$ cat config.mk
export PLATFORM = sky130hd
export DESIGN_NAME = branch_predictor
export DESIGN_NICKNAME = d
export VERILOG_FILES = /design/src/rtl/branch_predictor_pkg.sv /design/src/rtl/branch_predictor_sat_counter2.sv /design/src/rtl/branch_predictor.sv
export SDC_FILE = /design/constraint.sdc
export NUM_CORES = 1
export LEC_CHECK = 0
export CAP_MARGIN = 25
export CORE_ASPECT_RATIO = 1.4
export CORE_MARGIN = 2
export CORE_UTILIZATION = 53
export DETAILED_ROUTE_END_ITERATION = 6
export MAX_ROUTING_LAYER = met4
export PLACE_DENSITY = 0.78
export SLEW_MARGIN = 20
export SYNTH_ARGS = -nofsm -noshare
export SYNTH_HDL_FRONTEND = slang
export SYNTH_HIERARCHICAL = 1
export SYNTH_SLANG_ARGS = --single-unit
$ cat constraint.sdc
create_clock -name clk -period 5.14 [get_ports clk]
set_input_delay 0.514 -clock clk [delete_from_list [all_inputs] [get_ports clk]]
set_output_delay 0.514 -clock clk [all_outputs]
set_load 0.01 [all_outputs]
$ cat src/rtl/branch_predictor_pkg.sv
// Shared constants and helpers for the ID-stage branch predictor:
// opcodes, BHT counter encodings and the target-address computation.
package branch_predictor_pkg;

    localparam int DATA_WIDTH = 32;

    localparam logic [5:0] OP_BEQ = 6'b000100;
    localparam logic [5:0] OP_BNE = 6'b000101;

    typedef enum logic [1:0] {
        BHT_STRONG_NT = 2'b00,
        BHT_WEAK_NT   = 2'b01,
        BHT_WEAK_T    = 2'b10,
        BHT_STRONG_T  = 2'b11
    } bht_state_e;

    function automatic logic is_cond_branch(input logic [5:0] opcode);
        return (opcode == OP_BEQ) || (opcode == OP_BNE);
    endfunction

    // Word-aligned PC-relative target; the top two immediate bits fall off the shift.
    function automatic logic [DATA_WIDTH-1:0] branch_target(
        input logic [DATA_WIDTH-1:0] pc_plus4,
        input logic [DATA_WIDTH-1:0] sign_ext_imm
    );
        return pc_plus4 + {sign_ext_imm[DATA_WIDTH-3:0], 2'b00};
    endfunction

endpackage

$ cat src/rtl/branch_predictor_sat_counter2.sv
// 2-bit saturating up/down counter, next-state only; the caller owns the storage.
module sat_counter2
    import branch_predictor_pkg::*;
(
    input  logic [1:0] cnt_i,
    input  logic       taken_i,
    output logic [1:0] cnt_o
);

    // Step one state toward taken or not-taken, holding at the ends.
    always_comb begin
        cnt_o = cnt_i;
        case (cnt_i)
            BHT_STRONG_NT: cnt_o = taken_i ? BHT_WEAK_NT   : BHT_STRONG_NT;
            BHT_WEAK_NT:   cnt_o = taken_i ? BHT_WEAK_T    : BHT_STRONG_NT;
            BHT_WEAK_T:    cnt_o = taken_i ? BHT_STRONG_T  : BHT_WEAK_NT;
            BHT_STRONG_T:  cnt_o = taken_i ? BHT_STRONG_T  : BHT_WEAK_T;
            default:       cnt_o = cnt_i;
        endcase
    end

endmodule

$ cat src/rtl/branch_predictor.sv
// ID-stage 2-bit BHT branch predictor with combinational lookup, EX-driven training
// and saturating resolved-branch / misprediction statistics.
module branch_predictor
    import branch_predictor_pkg::*;
#(
    parameter int         INDEX_BITS   = 6,
    parameter logic [1:0] COUNTER_INIT = 2'b01,
    parameter int         STAT_WIDTH   = 16
) (
    input  logic                  clk,
    input  logic                  reset,
    input  logic [31:0]           id_pc_in,
    input  logic [31:0]           id_pc_plus4_in,
    input  logic [5:0]            id_opcode_in,
    input  logic [31:0]           id_sign_ext_imm_in,
    input  logic                  ex_branch_valid_in,
    input  logic [31:0]           ex_pc_in,
    input  logic                  ex_taken_in,
    input  logic                  ex_predicted_in,
    output logic                  branch_prediction_out,
    output logic [31:0]           branch_target_addr_out,
    output logic                  is_branch_out,
    output logic [STAT_WIDTH-1:0] stat_branches_out,
    output logic [STAT_WIDTH-1:0] stat_mispredicts_out
);

    localparam int ENTRIES = 2 ** INDEX_BITS;

    logic [1:0]            bht_q [0:ENTRIES-1];
    logic [INDEX_BITS-1:0] rd_idx_s;
    logic [INDEX_BITS-1:0] wr_idx_s;
    logic [1:0]            rd_entry_s;
    logic [1:0]            wr_entry_s;
    logic [1:0]            wr_next_s;
    logic [STAT_WIDTH-1:0] stat_br_q;
    logic [STAT_WIDTH-1:0] stat_br_d;
    logic [STAT_WIDTH-1:0] stat_mp_q;
    logic [STAT_WIDTH-1:0] stat_mp_d;
    logic                  unused_bits_s;

    assign rd_idx_s   = id_pc_in[INDEX_BITS+1:2];
    assign wr_idx_s   = ex_pc_in[INDEX_BITS+1:2];
    assign rd_entry_s = bht_q[rd_idx_s];
    assign wr_entry_s = bht_q[wr_idx_s];

    // PC bits outside the index and the shifted-out immediate bits carry no information here.
    assign unused_bits_s = ^{id_pc_in[31:INDEX_BITS+2], id_pc_in[1:0],
                             ex_pc_in[31:INDEX_BITS+2], ex_pc_in[1:0],
                             id_sign_ext_imm_in[31:30]};

    sat_counter2 u_wr_counter (
        .cnt_i   (wr_entry_s),
        .taken_i (ex_taken_in),
        .cnt_o   (wr_next_s)
    );

    // Lookup reads the stored entry, so a same-cycle write is seen only next cycle.
    always_comb begin
        is_branch_out          = is_cond_branch(id_opcode_in);
        branch_prediction_out  = is_branch_out & rd_entry_s[1];
        branch_target_addr_out = branch_target(id_pc_plus4_in, id_sign_ext_imm_in);
    end

    // Saturating statistics next-state; only a valid resolution may move them.
    always_comb begin
        stat_br_d = stat_br_q;
        stat_mp_d = stat_mp_q;
        if (ex_branch_valid_in) begin
            if (stat_br_q != {STAT_WIDTH{1'b1}}) begin
                stat_br_d = stat_br_q + {{(STAT_WIDTH-1){1'b0}}, 1'b1};
            end else begin
                stat_br_d = stat_br_q;
            end
            if ((ex_taken_in != ex_predicted_in) && (stat_mp_q != {STAT_WIDTH{1'b1}})) begin
                stat_mp_d = stat_mp_q + {{(STAT_WIDTH-1){1'b0}}, 1'b1};
            end else begin
                stat_mp_d = stat_mp_q;
            end
        end else begin
            stat_br_d = stat_br_q;
            stat_mp_d = stat_mp_q;
        end
    end

    // BHT storage: cleared asynchronously, trained by each resolved branch.
    always_ff @(posedge clk or posedge reset) begin
        if (reset) begin
            for (int i = 0; i < ENTRIES; i++) begin
                bht_q[i] <= COUNTER_INIT;
            end
        end else if (ex_branch_valid_in) begin
            bht_q[wr_idx_s] <= wr_next_s;
        end
    end

    // Statistics registers.
    always_ff @(posedge clk or posedge reset) begin
        if (reset) begin
            stat_br_q <= {STAT_WIDTH{1'b0}};
            stat_mp_q <= {STAT_WIDTH{1'b0}};
        end else begin
            stat_br_q <= stat_br_d;
            stat_mp_q <= stat_mp_d;
        end
    end

    assign stat_branches_out    = stat_br_q;
    assign stat_mispredicts_out = stat_mp_q;

endmodule

# After elaboration in Yosys (flattened, before gate mapping)
# Cells that the tools add are included.
# classes
muxes	14
magnitude_cmp	3
addsub	3
n_eq_ne	8
n_bitwise	3
n_reduce_logical	6
# op_table
cell	count
$bwmux W128	1
$add A16 B1 Y16 const B	2
$add A32 B32 Y32	1
$ne A16 B16 Y1 const B	2
$bmux W2 S6	2
$ge A7 B7 Y1 const B	2
$mux W2	7
$not A6 Y7	2
$demux W2 S6	1
$eq A6 B3 Y1 const B	2
$pmux W2 S4	1
$lt A7 B1 Y1 const B	1
$eq A2 B2 Y1 const B	2
$reduce_and A2 Y1	2
$eq A2 B1 Y1 const B	1
$logic_and A1 B1 Y1	2
$logic_not A2 Y1	1
$mux W1	2
$and A1 B1 Y1	1
$logic_or A1 B1 Y1	1
$ne A1 B1 Y1	1
# totals
input_bits	139
word_cells	103
out_inout_bits	66
reg_bits	160

# Longest topological paths before layout
# Gate-level depths: netlist of the first run.
# depth
depth_word	7
depth_mapped	14
mapped_depth_nobuf	10

# By module
# Netlist of the first run, hierarchy kept.
# modules_own_cells
mod	area_per_inst_um2	cells_each	n_inst	seq_area_each_um2
branch_predictor	10023.4	902	1	4083.9
sat_counter2	26.3	3	1	0.0

# Least setup slack after synthesis of the first run
# Ideal clock, no wire load.
# synth_timing
path_type	input to register
from	input ex_pc_in[4]
to	register bht_q[39] (netlist name)
t_required_ps	5012
cell_stages	11
setup_slack_ps	1888
arrival_time_ps	3125
setup_ps	128
n_path_buf	4
path_cell_list	clkbuf_1 > buf_2 > mux4_2 > mux4_2 > mux2i_1 > nor2_1 > a311o_1 > maj3_2 > buf_1 > clkbuf_1 > mux2_1
# synth_between
elab_chain_len	7
elab_cells_between_ends	15
classes_between	order compare (2); eq/ne (3); mux (7); bitwise (1); reduce/logical (2)
# synth_rtl
item	line	source
start: declaration	branch_predictor.sv:17	input logic [31:0] ex_pc_in,
$not A6 Y7 (not written as such) (*)	branch_predictor.sv:44	assign wr_entry_s = bht_q[wr_idx_s];
$bmux W2 S6 (*)	branch_predictor.sv:44	
$mux W2 (not written as such) (*) (2 in a row)	branch_predictor.sv:44	
named net wr_entry_s[0]	branch_predictor.sv:33	logic [1:0] wr_entry_s;
$eq A2 B2 Y1, or another cell as far along	branch_predictor_sat_counter2.sv:13	case (cnt_i)
$pmux W2 S4 (*)	branch_predictor_sat_counter2.sv:13	
named net wr_next_s[1]	branch_predictor.sv:34	logic [1:0] wr_next_s;
$bwmux W128 (*)	branch_predictor.sv:92	bht_q[wr_idx_s] <= wr_next_s;
end signal: indexed assignment	branch_predictor.sv:92	
end: declaration	branch_predictor.sv:29	logic [1:0] bht_q [0:ENTRIES-1];
# The timed path passes the listed nets; every way through them passes the cells marked *. The select of a mux whose other input is x is not followed.
# A chain may end at the register's enable or synchronous reset.

# Final worst setup path of the first run
# layout_timing
from	input id_pc_plus4_in[2]
to	output branch_target_addr_out[28]
# layout_between
elab_chain_len	1
# layout_rtl
item	line	source
start: declaration	branch_predictor.sv:13	input logic [31:0] id_pc_plus4_in,
$add A32 B32 Y32	branch_predictor_pkg.sv:26	return pc_plus4 + {sign_ext_imm[DATA_WIDTH-3:0], 2'b00};
end: declaration	branch_predictor.sv:21	output logic [31:0] branch_target_addr_out,
# Every way passes these cells.

==> results_dict.tcl, run 1 <==
set metrics [dict create \
    synth-seq-cells 160 \
    slew_headroom_pct 30.1 \
    postCtsResizedCells 0 \
    cap_violations 0 \
    clkTransAtPathRegs_ns 0.07 \
    cpMostUsedCell "o21ai_1" \
    path_delay_family "compound AO/OA/AOI/OAI gates" \
    routabilityCongestion 0.930 \
    portBuffers 145 \
    swShare_pct 29.9 \
    path_class "input port to primary output" \
    cp.arrival_ns 3.69 \
    synth_fp_nets 1076 \
    p_clk_share_pct 32.0 \
    via_count 7777 \
    clkLatencyLatePin_ns 0.44 \
    synth_top_area_share_pct 23.9 \
    cts_max_level 4 \
    grt_pass1_wl_mm 41.5 \
    critPathSlowestCell "clkdlybuf4s50_1" \
    root_buffer "clkbuf_16" \
    power_frac_comb_pct 26.4 \
    fin_cells 1287 \
    cp_slowest_stage_delay_ns 0.57 \
    final_util_pct 66.0 \
    synthCells 905 \
    synth_cell_types 65 \
    gr-total-overflow 0 \
    drt_iter0_markers 561 \
    drc_errors 0 \
    ys.flop_type "dfrtp_1" \
    cts_tree "yes" \
    start_util_pct 54.0 \
    hpwl_mm 18.0 \
    grt_pass1_vias 8091 \
    peakVddDrop_v 0.000283 \
    startpoint_type "input port" \
    cts_setup_buffers 0 \
    cp-end-kind "primary output" \
    setup_viol 0 \
    drtPass1Iterations 6 \
    drive_gt1_share_pct 19.5 \
    cp.required_ns 4.63 \
    leakage_nw 5.20 \
    drv_slew 0 \
    hold_viol 0 \
    antenna_cells 0 \
    wl_mm 25.7 \
    max_freq_ghz 0.238 \
    intPower_mw 2.82 \
    syn_avg_cell_area_um2 11.1 \
    fin_hold_ws_ns 0.498 \
    clockBufferDepth 2 \
    vias_per_cell 6.04 \
    fill_cells 1456 \
    rows 59 \
    synth_area_um2 10000 \
    grt_max_degree 84 \
    fp.dieArea_um2 20100 \
    status "finished, final reports clean" \
    critPathBufInv 3 \
    yosysTopAreaCell "dfrtp_1" \
    synth_top_cells_by_area "dfrtp_1 24%, dfstp_2 17%, mux2_1 8.3%, mux2_2 6.8%, mux4_2 5.8%" \
    antenna_found_initial 0 \
    p_seq_share_pct 41.6 \
    fp.dieW_um 120 \
    tns_ns 0 \
    async_reset_ff_share_pct 100 \
    period_needed_ns 4.20 \
    die_y_um 167 \
    clock_sinks 160 \
    cts_hold_buf 0 \
    rsz0062_at_grt "false" \
    fin_worst_skew_ns 0.0133 \
    fin_nets 1201 \
    synth_edf_count 0 \
    cts_buffers 17 \
    switchingPower_mw 1.20 \
    ys_warn_count 6 \
    max_slew.worst_pin.slew_ns 1.05 \
    place_inst 1253 \
    power_mw 4.02 \
    routedWlPerCell_um 19.9 \
    io_pins 205 \
    synthToLayoutAreaGrowth_pct 22.2 \
    fin_crit_sh_pct 81.7 \
    critPathMaxFanout 6 \
    worstHoldPathType "register to register" \
    p_per_area_nw_per_um2 327 \
    crit_path_cell_trace "clkdlybuf4s50_1 -> ha_1 -> inv_1 -> fa_1 -> nor2b_1 -> o21ai_1 -> o21ai_1 -> a21oi_1 -> o31ai_1 -> o21ai_1 -> a2bb2oi_1 -> clkdlybuf4s50_1" \
    yosysSeqAreaShare_pct 40.6 \
    core_um2 18600 \
    grt_usage_pct 26.9 \
    drt.antenna.violating_nets 0 \
]
[final timing paths]
check	end	cells past startpoint	slack [ns]	from
min in group asynchronous	stat_mispredicts_out[10]	2	0.57	reset
setup / recovery	branch_target_addr_out[28]	12	0.94	id_pc_plus4_in[2]
hold / removal	stat_mispredicts_out[8]	1	0.50	stat_mispredicts_out[8]
setup reg to reg	bht_q[61]	8	2.05	bht_q[96]
max in group asynchronous	bht_q[22]	3	3.48	reset
hold reg to reg	stat_mispredicts_out[8]	1	0.50	stat_mispredicts_out[8]
[layout make-up]
class | instances | area, um2 | area share [%]
clock buffers | 17 | 425 | 3.46
clock inverters | 15 | 170 | 1.39
inverters | 15 | 61.3 | 0.499
multi-input cells | 681 | 5680 | 46.2
flip-flops and latches | 160 | 4080 | 33.2
well taps | 244 | 305 | 2.49
repair buffers | 155 | 1560 | 12.7
[stage by stage]
stage | setup slack, ns | cell area, um2
finish | 0.939 | 12300
global route | 0.723 | 12300
CTS | 0.940 | 12200
detailed placement | 0.959 | 11600
global placement | 0.935 | 11600
floorplan | 0.412 | 10000
[flip-flops by register name, indices dropped and copies added, names as in the netlist]
register,flops
stat_mispredicts_out,16
bht_q,128
stat_branches_out,16
[layer usage]
metal	GRT usage (%)	vias to the layer above	part of all wire, %
li1	-	3578	-
met1	31.3	3825	39
met2	44.9	307	50
met3	5.68	67	7.2
met4	11.5	0	3.7
met5	-	-	0
[cells in the mapped netlist, types with 7 or more instances]
| cell type | number |
|---|---|
| o21ai_0 | 13 |
| nand4_1 | 13 |
| xnor2_1 | 41 |
| mux2_2 | 61 |
| mux4_1 | 14 |
| mux4_2 | 26 |
| inv_1 | 15 |
| nand2b_1 | 12 |
| a21oi_1 | 48 |
| xor2_1 | 14 |
| nand2_1 | 83 |
| clkbuf_1 | 34 |
| a21o_1 | 7 |
| mux2_1 | 74 |
| nand3_1 | 30 |
| a211oi_1 | 8 |
| nor2_1 | 72 |
| dfstp_2 | 64 |
| o21ai_1 | 13 |
| ha_1 | 31 |
| nor2b_1 | 11 |
| buf_2 | 8 |
| dfrtp_1 | 96 |
| mux2i_1 | 17 |
[power by group through the flow]
stage | Clock [mW] | Combinational [mW] | Sequential [mW]
global placement | 0 | 1.03 | 1.68
CTS | 1.30 | 1.05 | 1.67
global route | 1.35 | 1.15 | 1.70
detailed placement | 0 | 1.05 | 1.69
finish | 1.28 | 1.06 | 1.67
floorplan | 0 | 0.627 | 1.67
[logic make-up after synthesis]
family / share of synthesized area [%]
AO/OA/AOI/OAI: 9.05
XOR/XNOR: 4.79
adder cells (fa/ha/maj): 4.28
buffers and inverters: 2.84
flip-flops: 40.6
multiplexers: 26.3
AND/OR/NAND/NOR: 12.1
[cell usage in the layout (no fill, tap or decap), drive strengths merged, types with 3 or more instances in the layout]
cell and instances:
mux2 135, nor3b 4, a221oi 6, o211ai 3
dfstp 64, o21a 5, a211oi 8, clkbuf 17
ha 31, clkinvlp 3, nand2 83, a21boi 4
buf 13, nor2 72, nor2b 11, nor3 8
xor2 14, nand2b 12, o21bai 4, a21oi 48
dfrtp 96, nor4 6, and4 3, a31oi 3
nand4 13, o311ai 5, clkdlybuf4s50 142, o21ai 26
and2 6, mux4 40, mux2i 17, and3 6
o221ai 4, inv 23, a22o 4, a21o 7
xnor2 41, nand3 30
Power figures use the tool's default switching activity.
==> inputs of run 2 (changes only) <==
--- a/config.mk
+++ b/config.mk
@@ -8,10 +8,10 @@
 export CAP_MARGIN = 25
 export CORE_ASPECT_RATIO = 1.4
 export CORE_MARGIN = 2
-export CORE_UTILIZATION = 53
+export CORE_UTILIZATION = 47
 export DETAILED_ROUTE_END_ITERATION = 6
 export MAX_ROUTING_LAYER = met4
-export PLACE_DENSITY = 0.78
+export PLACE_DENSITY = 0.73
 export SLEW_MARGIN = 20
 export SYNTH_ARGS = -nofsm -noshare
 export SYNTH_HDL_FRONTEND = slang
==> constraint.sdc (replaced) <==
create_clock -name clk -period 3.6 [get_ports clk]
set_input_delay 0.36 -clock clk [delete_from_list [all_inputs] [get_ports clk]]
set_output_delay 0.36 -clock clk [all_outputs]
set_load 0.01 [all_outputs]
==> results_dict.tcl, run 2 (synthesis results as in run 1) <==
set metrics [dict create \
    status "finished, final reports clean" \
    vias_per_cell 5.94 \
    hpwl_mm 18.6 \
    clock_sinks 160 \
    crit_path_cell_trace "clkdlybuf4s50_1 -> buf_12 -> mux4_1 -> mux4_2 -> mux2_2 -> o211a_1 -> clkdlybuf4s50_1" \
    routabilityCongestion 0.897 \
    routedWlPerCell_um 19.5 \
    cts_tree "yes" \
    path_delay_family "multiplexers" \
    mostFrequentLayoutCell "clkdlybuf4s50_1" \
    portBuffers 145 \
    hold_viol 0 \
    dpl_worst_slack_ns -0.0285 \
    critPathBufInv 3 \
    critPathSlowestCell "mux4_1" \
    cp-end-kind "primary output" \
    period_needed_ns 3.53 \
    drt.antenna.violating_nets 0 \
    cpMostUsedCell "clkdlybuf4s50_1" \
    drtPass1Iterations 5 \
    rsz0062_at_grt "true" \
    leakage_nw 5.42 \
    setup_slack_ns 0.0709 \
    cp.required_ns 3.24 \
    cp.arrival_ns 3.17 \
    fin_nets 1235 \
    start_util_pct 47.6 \
    place_area_um2 12000 \
    critPathMaxFanout 16 \
    fin_crit_sh_pct 98.0 \
    rows 63 \
    synthToLayoutAreaGrowth_pct 26.3 \
    peakVddDrop_v 0.000410 \
    path_class "input port to primary output" \
    startpoint_type "input port" \
    grt_max_degree 65 \
    fin_worst_skew_ns 0.0102 \
    slew_headroom_pct 48.3 \
    grt_pass1_vias 8034 \
    drt_iter0_markers 555 \
    worstHoldPathType "input port to async pin" \
    largest_reg_flops 128 \
    grt_pass1_wl_mm 41.3 \
    tns_ns 0 \
    max_slew.worst_pin.slew_ns 0.773 \
    clkTransAtPathRegs_ns 0.06 \
    root_buffer "clkbuf_16" \
    drv_slew 0 \
    via_count 7943 \
    cts_max_level 4 \
    most-common-layout-cells "139 x clkdlybuf4s50_1, 96 x dfrtp_1, 83 x nand2_1" \
    clkLatencyLatePin_ns 0.43 \
    drive_gt1_share_pct 22.7 \
    fp.dieW_um 128 \
    antenna_cells 0 \
    cap_violations 0 \
    wl_mm 26.1 \
    clockBufferDepth 2 \
    gr-total-overflow 0 \
    setup_viol 0 \
    drc_errors 0 \
    fp.dieArea_um2 22600 \
    max_freq_ghz 0.283 \
    fin_area_um2 12700 \
    grt_usage_pct 23.8 \
    cp_slowest_stage_delay_ns 0.64 \
    cts_buffers 17 \
    p_per_area_nw_per_um2 466 \
    io_pins 205 \
    regMostFlops "bht_q" \
    antenna_found_initial 0 \
    core_um2 21100 \
    die_y_um 177 \
]
[run 2: cell types whose count changed in the layout (fill, tap and decap cells not counted), moves of 4 or more]
| cell | change |
|---|---|
| a21oi_1 | -4 |
| clkinv_4 | +5 |
| buf_12 | +4 |
| buf_4 | +31 |
| inv_6 | -5 |
[run 2: what timing repair did]
item	4_1_cts	5_1_grt
pin swaps	0	3
setup endpoints to repair	4	11
cloned	0	0
hold buffers	0	0
buffers inserted	0	1
gates resized for setup	3	10
[run 2: routing by layer]
metal  routed length [um]  up-vias  GRT usage (%)
met5                    0        -              -
met4                 1010        0           10.3
met3                 1700       63           4.23
met2                12800      318           39.9
met1                10500     3907           28.2
li1                     -     3655              -
[run 2: report_power, final]
part / internal (mW) / switching (mW)
Combinational: 0.854 / 0.714
Clock: 1.21 / 0.743
Sequential: 2.17 / 0.229
Total: 4.23 / 1.69
[run 2: path summary, 6_finish.rpt]
kind                                          start                       end  slack (ns)  depth (start not counted)
max                                     id_pc_in[2]     branch_prediction_out        0.07                          7
min                                           reset  stat_mispredicts_out[13]        0.41                          2
max reg2reg                               bht_q[98]                 bht_q[11]        0.59                          8
min reg2reg                stat_mispredicts_out[14]  stat_mispredicts_out[14]        0.50                          1
max in group asynchronous                     reset                 bht_q[12]        2.39                          3
min in group clk           stat_mispredicts_out[14]  stat_mispredicts_out[14]        0.50                          1
[run 2: worst reg2reg max path: stages, from the launching register on]
cell,delay [ns]
dfstp_2,0.36
mux4_2,0.53
mux4_2,0.48
mux2i_1,0.20
nor2_1,0.08
a311o_1,0.33
maj3_2,0.34
buf_12,0.20
mux2_1,0.35
[run 2: area by class of cell]
class | count | area, um2
Multi-Input combinational cell | 681 | 5730
Fill cell | 1725 | 8440
Inverter | 15 | 60.1
Tap cell | 260 | 325
Clock inverter | 11 | 180
Clock buffer | 21 | 460
Timing Repair Buffer | 189 | 1850
Sequential cell | 160 | 4080
[run 2: through the flow]
stage	std cells	util [%]	hold slack, ns	total power, mW
5_1_grt	1337	60.1	0.469	6.18
2_1_floorplan	905	-	0.467	3.27
3_5_place_dp	1304	56.7	0.487	3.97
3_3_place_gp	1304	56.7	0.480	3.93
4_1_cts	1336	59.8	0.432	5.93
6_report	1337	60.1	0.413	5.91
